### src/rtl/jk_pkg.sv
// Shared definitions for the JK command sequencer: command opcodes, FSM
// states and the opcode-to-{j,k} mapping used when a command is loaded.
package jk_pkg;

    typedef enum logic [1:0] {
        OP_HOLD   = 2'b00,
        OP_RESET  = 2'b01,
        OP_SET    = 2'b10,
        OP_TOGGLE = 2'b11
    } op_t;

    typedef enum logic {
        ST_IDLE  = 1'b0,
        ST_DRIVE = 1'b1
    } state_t;

    // Returns {j,k} for a command opcode.
    function automatic logic [1:0] jk_of(input logic [1:0] op);
        logic [1:0] jk;
        case (op)
            OP_RESET:  jk = 2'b01;
            OP_SET:    jk = 2'b10;
            OP_TOGGLE: jk = 2'b11;
            default:   jk = 2'b00;
        endcase
        return jk;
    endfunction

endpackage

### src/rtl/jk_cmd_sequencer_if.sv
// Command and drive bundle between a command source and jk_cmd_sequencer.
// Build option: JK_CHECK_EN adds the flop feedback q and the err/err_cnt
// checker outputs.
interface jk_cmd_sequencer_if #(
    parameter int LEN_W = 8
) ();
    logic             cmd_valid;
    logic             cmd_ready;
    logic [1:0]       cmd_op;
    logic [LEN_W-1:0] cmd_len;
    logic             j;
    logic             k;
    logic             busy;
    logic             done;
`ifdef JK_CHECK_EN
    logic             q;
    logic             err;
    logic [7:0]       err_cnt;

    modport master (
        output cmd_valid, cmd_op, cmd_len, q,
        input  cmd_ready, j, k, busy, done, err, err_cnt
    );
    modport slave (
        input  cmd_valid, cmd_op, cmd_len, q,
        output cmd_ready, j, k, busy, done, err, err_cnt
    );
`else
    modport master (
        output cmd_valid, cmd_op, cmd_len,
        input  cmd_ready, j, k, busy, done
    );
    modport slave (
        input  cmd_valid, cmd_op, cmd_len,
        output cmd_ready, j, k, busy, done
    );
`endif
endinterface

### src/rtl/jk_cmd_fifo.sv
// Small synchronous FIFO holding {op,len} commands. The head entry is read
// combinationally so the sequencer can load it on the same edge it pops.
module jk_cmd_fifo #(
    parameter int DEPTH = 4,
    parameter int WIDTH = 10
) (
    input  logic             clk,
    input  logic             reset,
    input  logic             push,
    input  logic [WIDTH-1:0] wdata,
    input  logic             pop,
    output logic [WIDTH-1:0] rdata,
    output logic             full,
    output logic             empty
);
    localparam int AW = (DEPTH > 1) ? $clog2(DEPTH) : 1;

    logic [WIDTH-1:0] mem_reg [DEPTH];
    logic [AW:0]      wr_ptr_reg;
    logic [AW:0]      rd_ptr_reg;
    logic             do_push;
    logic             do_pop;

    // Extra pointer bit distinguishes full from empty when the indices match.
    assign empty   = (wr_ptr_reg == rd_ptr_reg);
    assign full    = (wr_ptr_reg[AW] != rd_ptr_reg[AW]) &&
                     (wr_ptr_reg[AW-1:0] == rd_ptr_reg[AW-1:0]);
    assign do_push = push && !full;
    assign do_pop  = pop && !empty;
    assign rdata   = mem_reg[rd_ptr_reg[AW-1:0]];

    // Storage write; contents need no reset because the pointers gate them.
    always_ff @(posedge clk) begin
        if (do_push) begin
            mem_reg[wr_ptr_reg[AW-1:0]] <= wdata;
        end
    end

    // Pointer update; reset empties the FIFO and discards queued commands.
    always_ff @(posedge clk or posedge reset) begin
        if (reset) begin
            wr_ptr_reg <= '0;
            rd_ptr_reg <= '0;
        end else begin
            if (do_push) wr_ptr_reg <= wr_ptr_reg + 1'b1;
            if (do_pop)  rd_ptr_reg <= rd_ptr_reg + 1'b1;
        end
    end
endmodule

### src/rtl/jk_cmd_sequencer.sv
// Buffers HOLD/RESET/SET/TOGGLE commands and replays each as a registered
// j/k pair for max(len,1) cycles, back-to-back with no idle bubble.
// Build option: JK_CHECK_EN adds a reference model of the downstream flop
// and flags cycles where its q disagrees (err sticky, err_cnt saturating).
module jk_cmd_sequencer
    import jk_pkg::*;
#(
    parameter int DEPTH = 4,
    parameter int LEN_W = 8
) (
    input  logic               clk,
    input  logic               reset,
    jk_cmd_sequencer_if.slave  bus
);
    localparam int FW = 2 + LEN_W;

    state_t           state_reg, state_next;
    logic [LEN_W-1:0] cnt_reg, cnt_next;
    logic             j_reg, j_next;
    logic             k_reg, k_next;
    logic             done_reg, done_next;
    logic             pop;
    logic             fifo_full;
    logic             fifo_empty;
    logic [FW-1:0]    head;
    logic [1:0]       head_op;
    logic [LEN_W-1:0] head_len;
    logic [1:0]       head_jk;
    logic [LEN_W-1:0] head_cnt;

    // Ready ignores a same-cycle pop and stays low while reset is held.
    assign bus.cmd_ready = !fifo_full && !reset;

    jk_cmd_fifo #(
        .DEPTH (DEPTH),
        .WIDTH (FW)
    ) u_fifo (
        .clk   (clk),
        .reset (reset),
        .push  (bus.cmd_valid && bus.cmd_ready),
        .wdata ({bus.cmd_op, bus.cmd_len}),
        .pop   (pop),
        .rdata (head),
        .full  (fifo_full),
        .empty (fifo_empty)
    );

    assign head_op  = head[FW-1:LEN_W];
    assign head_len = head[LEN_W-1:0];
    assign head_jk  = jk_of(head_op);
    // A zero length still drives for one cycle; cnt counts remaining extra cycles.
    assign head_cnt = (head_len == '0) ? '0 : head_len - 1'b1;

    // Next-state: load from the FIFO head when idle or when a command retires.
    always_comb begin
        state_next = state_reg;
        cnt_next   = cnt_reg;
        j_next     = j_reg;
        k_next     = k_reg;
        done_next  = 1'b0;
        pop        = 1'b0;
        case (state_reg)
            ST_IDLE: begin
                if (!fifo_empty) begin
                    pop              = 1'b1;
                    {j_next, k_next} = head_jk;
                    cnt_next         = head_cnt;
                    state_next       = ST_DRIVE;
                end
            end
            ST_DRIVE: begin
                if (cnt_reg != '0) begin
                    cnt_next = cnt_reg - 1'b1;
                end else begin
                    done_next = 1'b1;
                    if (!fifo_empty) begin
                        pop              = 1'b1;
                        {j_next, k_next} = head_jk;
                        cnt_next         = head_cnt;
                    end else begin
                        j_next     = 1'b0;
                        k_next     = 1'b0;
                        state_next = ST_IDLE;
                    end
                end
            end
            default: begin
                j_next     = 1'b0;
                k_next     = 1'b0;
                state_next = ST_IDLE;
            end
        endcase
    end

    // State, counter and registered j/k/done outputs.
    always_ff @(posedge clk or posedge reset) begin
        if (reset) begin
            state_reg <= ST_IDLE;
            cnt_reg   <= '0;
            j_reg     <= 1'b0;
            k_reg     <= 1'b0;
            done_reg  <= 1'b0;
        end else begin
            state_reg <= state_next;
            cnt_reg   <= cnt_next;
            j_reg     <= j_next;
            k_reg     <= k_next;
            done_reg  <= done_next;
        end
    end

    assign bus.j    = j_reg;
    assign bus.k    = k_reg;
    assign bus.done = done_reg;
    assign bus.busy = (state_reg == ST_DRIVE) || !fifo_empty;

`ifdef JK_CHECK_EN
    logic       exp_q_reg, exp_q_next;
    logic       exp_known_reg, exp_known_next;
    logic       chk_reg;
    logic       err_reg;
    logic [7:0] err_cnt_reg;

    // Reference flop: advances on every cycle the sequencer is driving.
    always_comb begin
        exp_q_next     = exp_q_reg;
        exp_known_next = exp_known_reg;
        if (state_reg == ST_DRIVE) begin
            case ({j_reg, k_reg})
                2'b10: begin
                    exp_q_next     = 1'b1;
                    exp_known_next = 1'b1;
                end
                2'b01: begin
                    exp_q_next     = 1'b0;
                    exp_known_next = 1'b1;
                end
                2'b11:   exp_q_next = ~exp_q_reg;
                default: exp_q_next = exp_q_reg;
            endcase
        end
    end

    // Compare q one cycle after each model update; count saturates at 255.
    always_ff @(posedge clk or posedge reset) begin
        if (reset) begin
            exp_q_reg     <= 1'b0;
            exp_known_reg <= 1'b0;
            chk_reg       <= 1'b0;
            err_reg       <= 1'b0;
            err_cnt_reg   <= '0;
        end else begin
            exp_q_reg     <= exp_q_next;
            exp_known_reg <= exp_known_next;
            chk_reg       <= (state_reg == ST_DRIVE);
            if (chk_reg && exp_known_reg && (bus.q != exp_q_reg)) begin
                err_reg <= 1'b1;
                if (err_cnt_reg != 8'hFF) begin
                    err_cnt_reg <= err_cnt_reg + 1'b1;
                end
            end
        end
    end

    assign bus.err     = err_reg;
    assign bus.err_cnt = err_cnt_reg;
`endif
endmodule

### src/flat_wrapper.sv
// flat-port wrapper written by rule: the top's interface ports become plain ports
module jk_cmd_sequencer_flat import jk_pkg::*;
#(
    parameter int DEPTH = 4,
    parameter int LEN_W = 8
)
  (clk, reset, bus_cmd_valid, bus_cmd_op, bus_cmd_len, bus_cmd_ready, bus_j, bus_k, bus_busy, bus_done);
  jk_cmd_sequencer_if #(.LEN_W(LEN_W)) bus_i ();
  input  logic clk;
  input  logic reset;
  input wire logic [$bits(bus_i.cmd_valid)-1:0] bus_cmd_valid;
  input wire logic [$bits(bus_i.cmd_op)-1:0] bus_cmd_op;
  input wire logic [$bits(bus_i.cmd_len)-1:0] bus_cmd_len;
  output wire logic [$bits(bus_i.cmd_ready)-1:0] bus_cmd_ready;
  output wire logic [$bits(bus_i.j)-1:0] bus_j;
  output wire logic [$bits(bus_i.k)-1:0] bus_k;
  output wire logic [$bits(bus_i.busy)-1:0] bus_busy;
  output wire logic [$bits(bus_i.done)-1:0] bus_done;
  assign bus_i.cmd_valid = bus_cmd_valid;
  assign bus_i.cmd_op = bus_cmd_op;
  assign bus_i.cmd_len = bus_cmd_len;
  assign bus_cmd_ready = bus_i.cmd_ready;
  assign bus_j = bus_i.j;
  assign bus_k = bus_i.k;
  assign bus_busy = bus_i.busy;
  assign bus_done = bus_i.done;
  jk_cmd_sequencer #(.DEPTH(DEPTH), .LEN_W(LEN_W)) u_core (.clk(clk), .reset(reset), .bus(bus_i));
endmodule
### config.mk
export PLATFORM = sky130hd
export DESIGN_NAME = jk_cmd_sequencer_flat
export DESIGN_NICKNAME = d
export VERILOG_FILES = /design/src/rtl/jk_pkg.sv /design/src/rtl/jk_cmd_sequencer_if.sv /design/src/rtl/jk_cmd_fifo.sv /design/src/rtl/jk_cmd_sequencer.sv /design/src/flat_wrapper.sv
export SDC_FILE = /design/constraint.sdc
export NUM_CORES = 1
export LEC_CHECK = 0
export CAP_MARGIN = 0
export CORE_UTILIZATION = 50
export DETAILED_ROUTE_END_ITERATION = 8
export PLACE_DENSITY = 0.72
export SETUP_SLACK_MARGIN = 0.5
export SLEW_MARGIN = 30
export SYNTH_ARGS = -nofsm -noshare
export SYNTH_HDL_FRONTEND = slang
export SYNTH_SLANG_ARGS = --single-unit
export TNS_END_PERCENT = 20
### constraint.sdc
create_clock -name clk -period 3.85 [get_ports clk]
set_clock_uncertainty 0.15 [all_clocks]
set_input_delay 0.385 -clock clk [delete_from_list [all_inputs] [get_ports clk]]
set_output_delay 0.385 -clock clk [all_outputs]
set_load 0.01 [all_outputs]
==> metrics.yaml, run 1 <==
critical_path:
  setup.worst_path.class: "reg -> out"
  r2r-start: "u_core.u_fifo.rd_ptr_reg[0]$_DFFE_PP0P_"
  cp.arrival_ns: 2.37
  r2r_end: "u_core.cnt_reg[6]$_DFF_PP0_"
  cp_max_fo: 13
  critPathCaptureType: "primary output"
  cp_cell_sequence: "xnor2_1 > a31oi_1 > clkdlybuf4s50_1"
  worst_path_largest_cell_delay_ns: 0.79
  ff2ff_setup_slack_ns: 1.20
  start_kind: "register"
  required_ns: 3.31
  reg2reg_depth: 7
  slowest_stage: "dfrtp_1"
global_routing:
  grt_overflow: 0
  grtUsageTotal_pct: 19.8
  grt_pass1_vias: 1628
  grt_max_degree: 19
  antenna_found_initial: 0
  grt_pass1_wl_microns: 7590
yosys:
  yosysTopAreaCell: "edfxtp_1"
  netlist_area_sq_um: 2630
  synth_top_area_share_pct: 45.6
  synthesis.instances: 168
  syn-num-nets: 190
  ys_types: 36
  synth_edf_count: 40
  synth_flop_cell: "edfxtp_1"
  yosysWarnings: 0
  synth-seq-cells: 58
  yosys-top-cells-area: "edfxtp_1 46%, dfrtp_1 17%, mux4_2 5.1%, ha_1 4.3%, mux4_1 4.0%"
  postSynthAreaPerCell_sq_um: 15.7
  synth_common_cells: "40 x edfxtp_1, 18 x dfrtp_1, 15 x nand2_1"
  yosysSeqAreaShare_pct: 62.7
  yosysMostFrequentCell: "edfxtp_1"
  async_flop_share_pct: 31.0
placed_design:
  finalWeightedCongestion: 0.784
  portBuffers: 17
  dp_hpwl_microns: 3330
  placed_cells: 253
cells_and_area:
  layout-drive-gt1-share_pct: 17.1
  area_delta_synth_final_pct: 16.3
  nets: 216
  post_layout_nonfiller_instances: 269
  largest_reg_flops: 40
  antennaDiodeCount: 0
  nFillCells: 422
cts:
  cts_root_buf: "clkbuf_8"
  cts.sinks: 58
  post-cts-setup-buffers: 0
  htree_num_levels: 3
  numCtsBuffers: 9
  cts_hold_buf: 0
  cts_tree: "yes"
  clkLatencyLatePin_ns: 0.32
  clk_pin_slew_ns: 0.06
  cts_repair_resize_count: 0
  clock_path_buffers: 2
detailed_routing:
  first_pass_iters: 4
  ant_nets: 0
  wire_per_inst_microns: 17.6
  vias_per_cell: 5.45
  drt-total-wl_microns: 4750
  drc: 0
  via_count: 1467
  drt_iter0_drc: 37
timing:
  relSlewSlack_pct: 53.2
  setup_tns_ns: 0
  layout_min_cycle_time_ns: 2.91
  fin_crit_sh_pct: 75.5
  setup_violations: 0
  fmax_ghz: 0.344
  grt_setup_unrepaired: "no"
  hold_violations: 0
  tightest_slew_ns: 0.701
  slew_violations: 0
die:
  ioPinCount: 18
  dieArea_sq_um: 5560
  rows: 26
  initial_core_util_pct: 51.9
  die_w_microns: 74.6
  die_h_microns: 74.6
  core_sq_um: 5070
power:
  p_int_uw: 1450
  pwr-share-seq_pct: 43.4
  combPwrFrac_pct: 31.9
  switching_share_pct: 33.2
  p_clk_share_pct: 24.6
  power_switching_uw: 720
  p_leak_uw: 0.00110
  ir_drop_mv: 0.353
  powerDensity_nw_per_um2: 709
worst_hold_path:
  hp-class: "in -> async"
flow_run:
  drv_cap: 0
status:
  outcome: "finished, final reports clean"
==> critical path, delay by kind of cell (launching register included) <==
family                    cells  cell delay (ns)
xor gates and xnor gates      1             0.18
AOI/OAI and AO/OA             1             0.44
DFF                           1             0.79
buffers and inverters         1             0.62
==> worst max path at each step <==
stage / endpoint / cells after the start / slack, ns / start
2_1_floorplan: u_core.cnt_reg[6]$_DFF_PP0_ / 8 / 1.65 / u_core.u_fifo.rd_ptr_reg[0]$_DFFE_PP0P_
3_3_place_gp: u_core.cnt_reg[4]$_DFF_PP0_ / 5 / 1.28 / u_core.u_fifo.rd_ptr_reg[0]$_DFFE_PP0P_
3_5_place_dp: u_core.cnt_reg[4]$_DFF_PP0_ / 5 / 1.21 / u_core.u_fifo.rd_ptr_reg[0]$_DFFE_PP0P_
4_1_cts: bus_cmd_ready / 3 / 0.91 / u_core.u_fifo.rd_ptr_reg[0]$_DFFE_PP0P_
5_1_grt: bus_cmd_ready / 3 / 0.81 / u_core.u_fifo.rd_ptr_reg[0]$_DFFE_PP0P_
6_report: bus_cmd_ready / 3 / 0.94 / u_core.u_fifo.rd_ptr_reg[0]$_DFFE_PP0P_
==> cell usage in the layout, fill, tap and decap left out, drive strengths merged <==
master,n
clkdlybuf4s50,17
xor2,5
or2,1
ha,9
nand4b,1
clkbuf,12
o21ai,5
nand2b,1
inv,8
and2,2
a31oi,3
xnor2,9
or3,1
nand4,1
nor2,10
nand3b,2
edfxtp,40
mux4,10
nand3,4
bufinv,1
o221ai,6
nand2,16
o21a,1
nor3,4
clkinv,3
dfrtp,18
a22o,2
and3,4
or4b,1
nor4,2
==> metal layers <==
layer / routed length, microns / vias up / GRT usage [%] / part of all wire [%]
met4: 68 / 0 / 10.3 / 1.4
met3: 117 / 7 / 6.23 / 2.5
met2: 2590 / 32 / 35.1 / 55
met1: 1970 / 737 / 21.1 / 41
met5: 0 / - / 0 / 0
li1: - / 691 / - / -
==> power groups by stage <==
stage	logic [uW]	registers, uW	clock network, uW
finish	694	943	534
global route	762	959	568
CTS	698	946	543
detailed placement	691	958	0
global placement	663	948	0
floorplan	566	894	0
==> logic make-up (layout without fill, tap and decap cells) <==
logic type	count (synthesis)	count (layout)	share of synthesized area [%]
mux	10	10	9.12
fa+ha+maj	9	9	4.28
xor+xnor	14	14	4.66
compound gates	17	17	6.46
simple gates	50	50	11.0
buf+inv	10	41	1.76
flops	58	58	62.7
==> per-stage QoR <==
stage | setup WS, ns | hold slack, ns | util [%] | instance area (sq um) | power (uW)
floorplan | 1.65 | 0.174 | - | 2630 | 1460
global placement | 1.28 | 0.323 | 56.7 | 2880 | 1610
detailed placement | 1.21 | 0.338 | 56.7 | 2880 | 1650
CTS | 0.913 | 0.350 | 60.4 | 3060 | 2190
global route | 0.810 | 0.369 | 60.4 | 3060 | 2290
finish | 0.943 | 0.359 | 60.4 | 3060 | 2170
==> cell type report <==
class                           instances  area (sq um)  share of cell area [%]
Tap cell                               70          87.6                    2.86
Multi-Input combinational cell        100           936                    30.5
Inverter                                8          30.0                   0.980
Sequential cell                        58          1650                    53.9
Clock inverter                          4          43.8                    1.43
Clock buffer                           12           145                    4.74
Timing Repair Buffer                   17           170                    5.55
(Power assumes the default switching activity.)
==> inputs of run 2 (changes only) <==
Clock period 3.85 ns to 3.1 ns, I/O delays scaled along.
==> run 2 against run 1 <==
Register-to-register slack got worse by 0.43 ns. First-iteration DRC count rose by 59%. Largest cell class unchanged. Final cell count rose by 0.37%.
==> metrics.yaml, run 2 (synthesized netlist as in run 1, its figures left out) <==
status:
  outcome: "finished, final reports clean"
cts:
  clk_pin_slew_ns: 0.07  # about the same
  htree_num_levels: 3  # unchanged
  cts_tree: "yes"
  clock_path_buffers: 2  # unchanged
  clkLatencyLatePin_ns: 0.32  # about the same
  cts_root_buf: "clkbuf_8"
  cts.sinks: 58  # unchanged
  numCtsBuffers: 9  # unchanged
critical_path:
  start_kind: "register"
  crit_family: "flip-flops"
  slowest_stage: "dfrtp_2"
  critPathCaptureType: "primary output"
  required_ns: 2.64  # -0.67 ns
  cp_cell_sequence: "xnor2_2 > nand3b_1 > or2_2 > clkdlybuf4s50_1"
  worst_path_largest_cell_delay_ns: 0.53  # -0.26 ns
  cp.arrival_ns: 2.01  # -0.36 ns
  crit_buf_inv: 1  # unchanged
  cp_max_fo: 13  # unchanged
  setup.worst_path.class: "reg -> out"
die:
  rows: 26  # unchanged
  initial_core_util_pct: 51.9  # unchanged
  ioPinCount: 18  # unchanged
  die_h_microns: 74.6  # unchanged
  die_w_microns: 74.6  # unchanged
  core_sq_um: 5070  # unchanged
  dieArea_sq_um: 5560  # unchanged
cells_and_area:
  final_cell_mix: "40 x edfxtp_1, 17 x clkdlybuf4s50_1, 16 x dfrtp_1"
  nets: 218  # +0.93%
  final_common_cell: "edfxtp_1"
  antennaDiodeCount: 0  # unchanged
  layout-drive-gt1-share_pct: 20.5  # +3.4 points
  register_area_sq_um: 1650  # +0.15%
  area_delta_synth_final_pct: 18.5
  finish.utilization_pct: 61.5  # +1.1 points
  nFillCells: 409  # -3.1%
  largest_reg_flops: 40  # unchanged
  multi_input_area_sq_um: 957  # +2.3%
timing:
  grt_setup_unrepaired: "no"
  layout_min_cycle_time_ns: 2.47
  relSlewSlack_pct: 53.8  # +0.57 points
  setup_tns_ns: 0  # unchanged
  tightest_slew_ns: 0.693  # -0.00855 ns
  fmax_ghz: 0.405
  fin_crit_sh_pct: 79.7
  hold_violations: 0  # unchanged
  setup_violations: 0  # unchanged
  slew_violations: 0  # unchanged
worst_hold_path:
  hp-class: "in -> async"
power:
  ir_drop_mv: 0.432  # +22%
  powerDensity_nw_per_um2: 899  # +27%
  total_power_uw: 2810  # +29%
  p_leak_uw: 0.00112  # +1.5%
placed_design:
  finalWeightedCongestion: 0.829  # +5.8%
  portBuffers: 17  # unchanged
  dp_hpwl_microns: 3240  # -2.5%
detailed_routing:
  drt_iter0_drc: 59  # +59%
  via_count: 1462  # -0.34%
  wl_met2_microns: 2500  # -3.7%
  drc: 0  # unchanged
  topRoutingLayerUsed: "met4"
  ant_nets: 0  # unchanged
  vias_per_cell: 5.41  # -0.71%
  drt-total-wl_microns: 4680  # -1.3%
  dr_wl_met3_microns: 129  # +10%
  wirelength_met1_microns: 2000  # +1.8%
  wire_per_inst_microns: 17.3  # -1.7%
  first_pass_iters: 4  # unchanged
global_routing:
  grtUsageTotal_pct: 19.7  # -0.14 points
  grt_pass1_wl_microns: 7580  # about the same
  antenna_found_initial: 0  # unchanged
  grt_max_degree: 19  # unchanged
  grt_overflow: 0  # unchanged
  grt_pass1_vias: 1593  # -2.1%
flow_run:
  drv_cap: 0  # unchanged
run 2: cell count changes in the layout (fill, tap and decap cells not counted), moves of 2 or more:
cell and delta:
dfrtp_1 -2, clkinvlp_4 +2, xnor2_1 -2, clkbuf_1 -2, xnor2_2 +2, clkinv_2 -2, buf_4 +2, dfrtp_2 +2
run 2: path summary, 6_finish.rpt:
path	startpoint	endpoint	slack, ns	cells past startpoint
max	u_core.u_fifo.rd_ptr_reg[1]$_DFFE_PP0P_	bus_busy	0.63	4
max reg2reg	u_core.u_fifo.rd_ptr_reg[0]$_DFFE_PP0P_	u_core.cnt_reg[6]$_DFF_PP0_	0.77	8
max in group asynchronous	reset	u_core.u_fifo.rd_ptr_reg[0]$_DFFE_PP0P_	2.01	2
min	reset	u_core.state_reg$_DFF_PP0_	0.30	2
min in group clk	u_core.u_fifo.wr_ptr_reg[2]$_DFFE_PP0P_	u_core.u_fifo.wr_ptr_reg[2]$_DFFE_PP0P_	0.35	1
min reg2reg	u_core.u_fifo.wr_ptr_reg[2]$_DFFE_PP0P_	u_core.u_fifo.wr_ptr_reg[2]$_DFFE_PP0P_	0.35	1
run 2: per-layer routing:
metal  vias to the layer above  global-route usage [%]
met1                       730                    23.3
met3                         6                    3.39
met4                         0                    10.9
met2                        29                    34.0
li1                        697                       -
met5                         -                       0
run 2: timing repair:
action | CTS | global route
gates cloned | 0 | 0
buffers inserted | 1 | 0
hold buffers | 0 | 0
gates resized for setup | 3 | 2
pin swaps | 0 | 0
endpoints found under the setup margin | 43 | 1
run 2: metrics by stage:
step | hold slack, ns | setup slack, ns | std cells | cell area [sq um]
global placement | 0.323 | 0.544 | 254 | 2880
finish | 0.303 | 0.631 | 270 | 3120
global route | 0.359 | 0.523 | 270 | 3120
CTS | 0.309 | 0.545 | 270 | 3110
floorplan | 0.0986 | 0.901 | 168 | 2630
detailed placement | 0.343 | 0.408 | 254 | 2880
run 2: layout make-up:
cell class | instances | area share [%]
sequential | 58 | 53.0
clock buffer | 9 | 3.97
tap | 70 | 2.81
clock inverter | 6 | 2.65
inverter | 8 | 0.962
multi-input combinational | 100 | 30.7
timing repair buffer | 19 | 5.93
run 2: power breakdown:
group | leakage [uW] | switching, uW | internal, uW | total (uW)
sequential | 0.000576 | 148 | 1000 | 1150
combinational | 0.000443 | 484 | 449 | 933
clock | 0.0000964 | 283 | 442 | 725
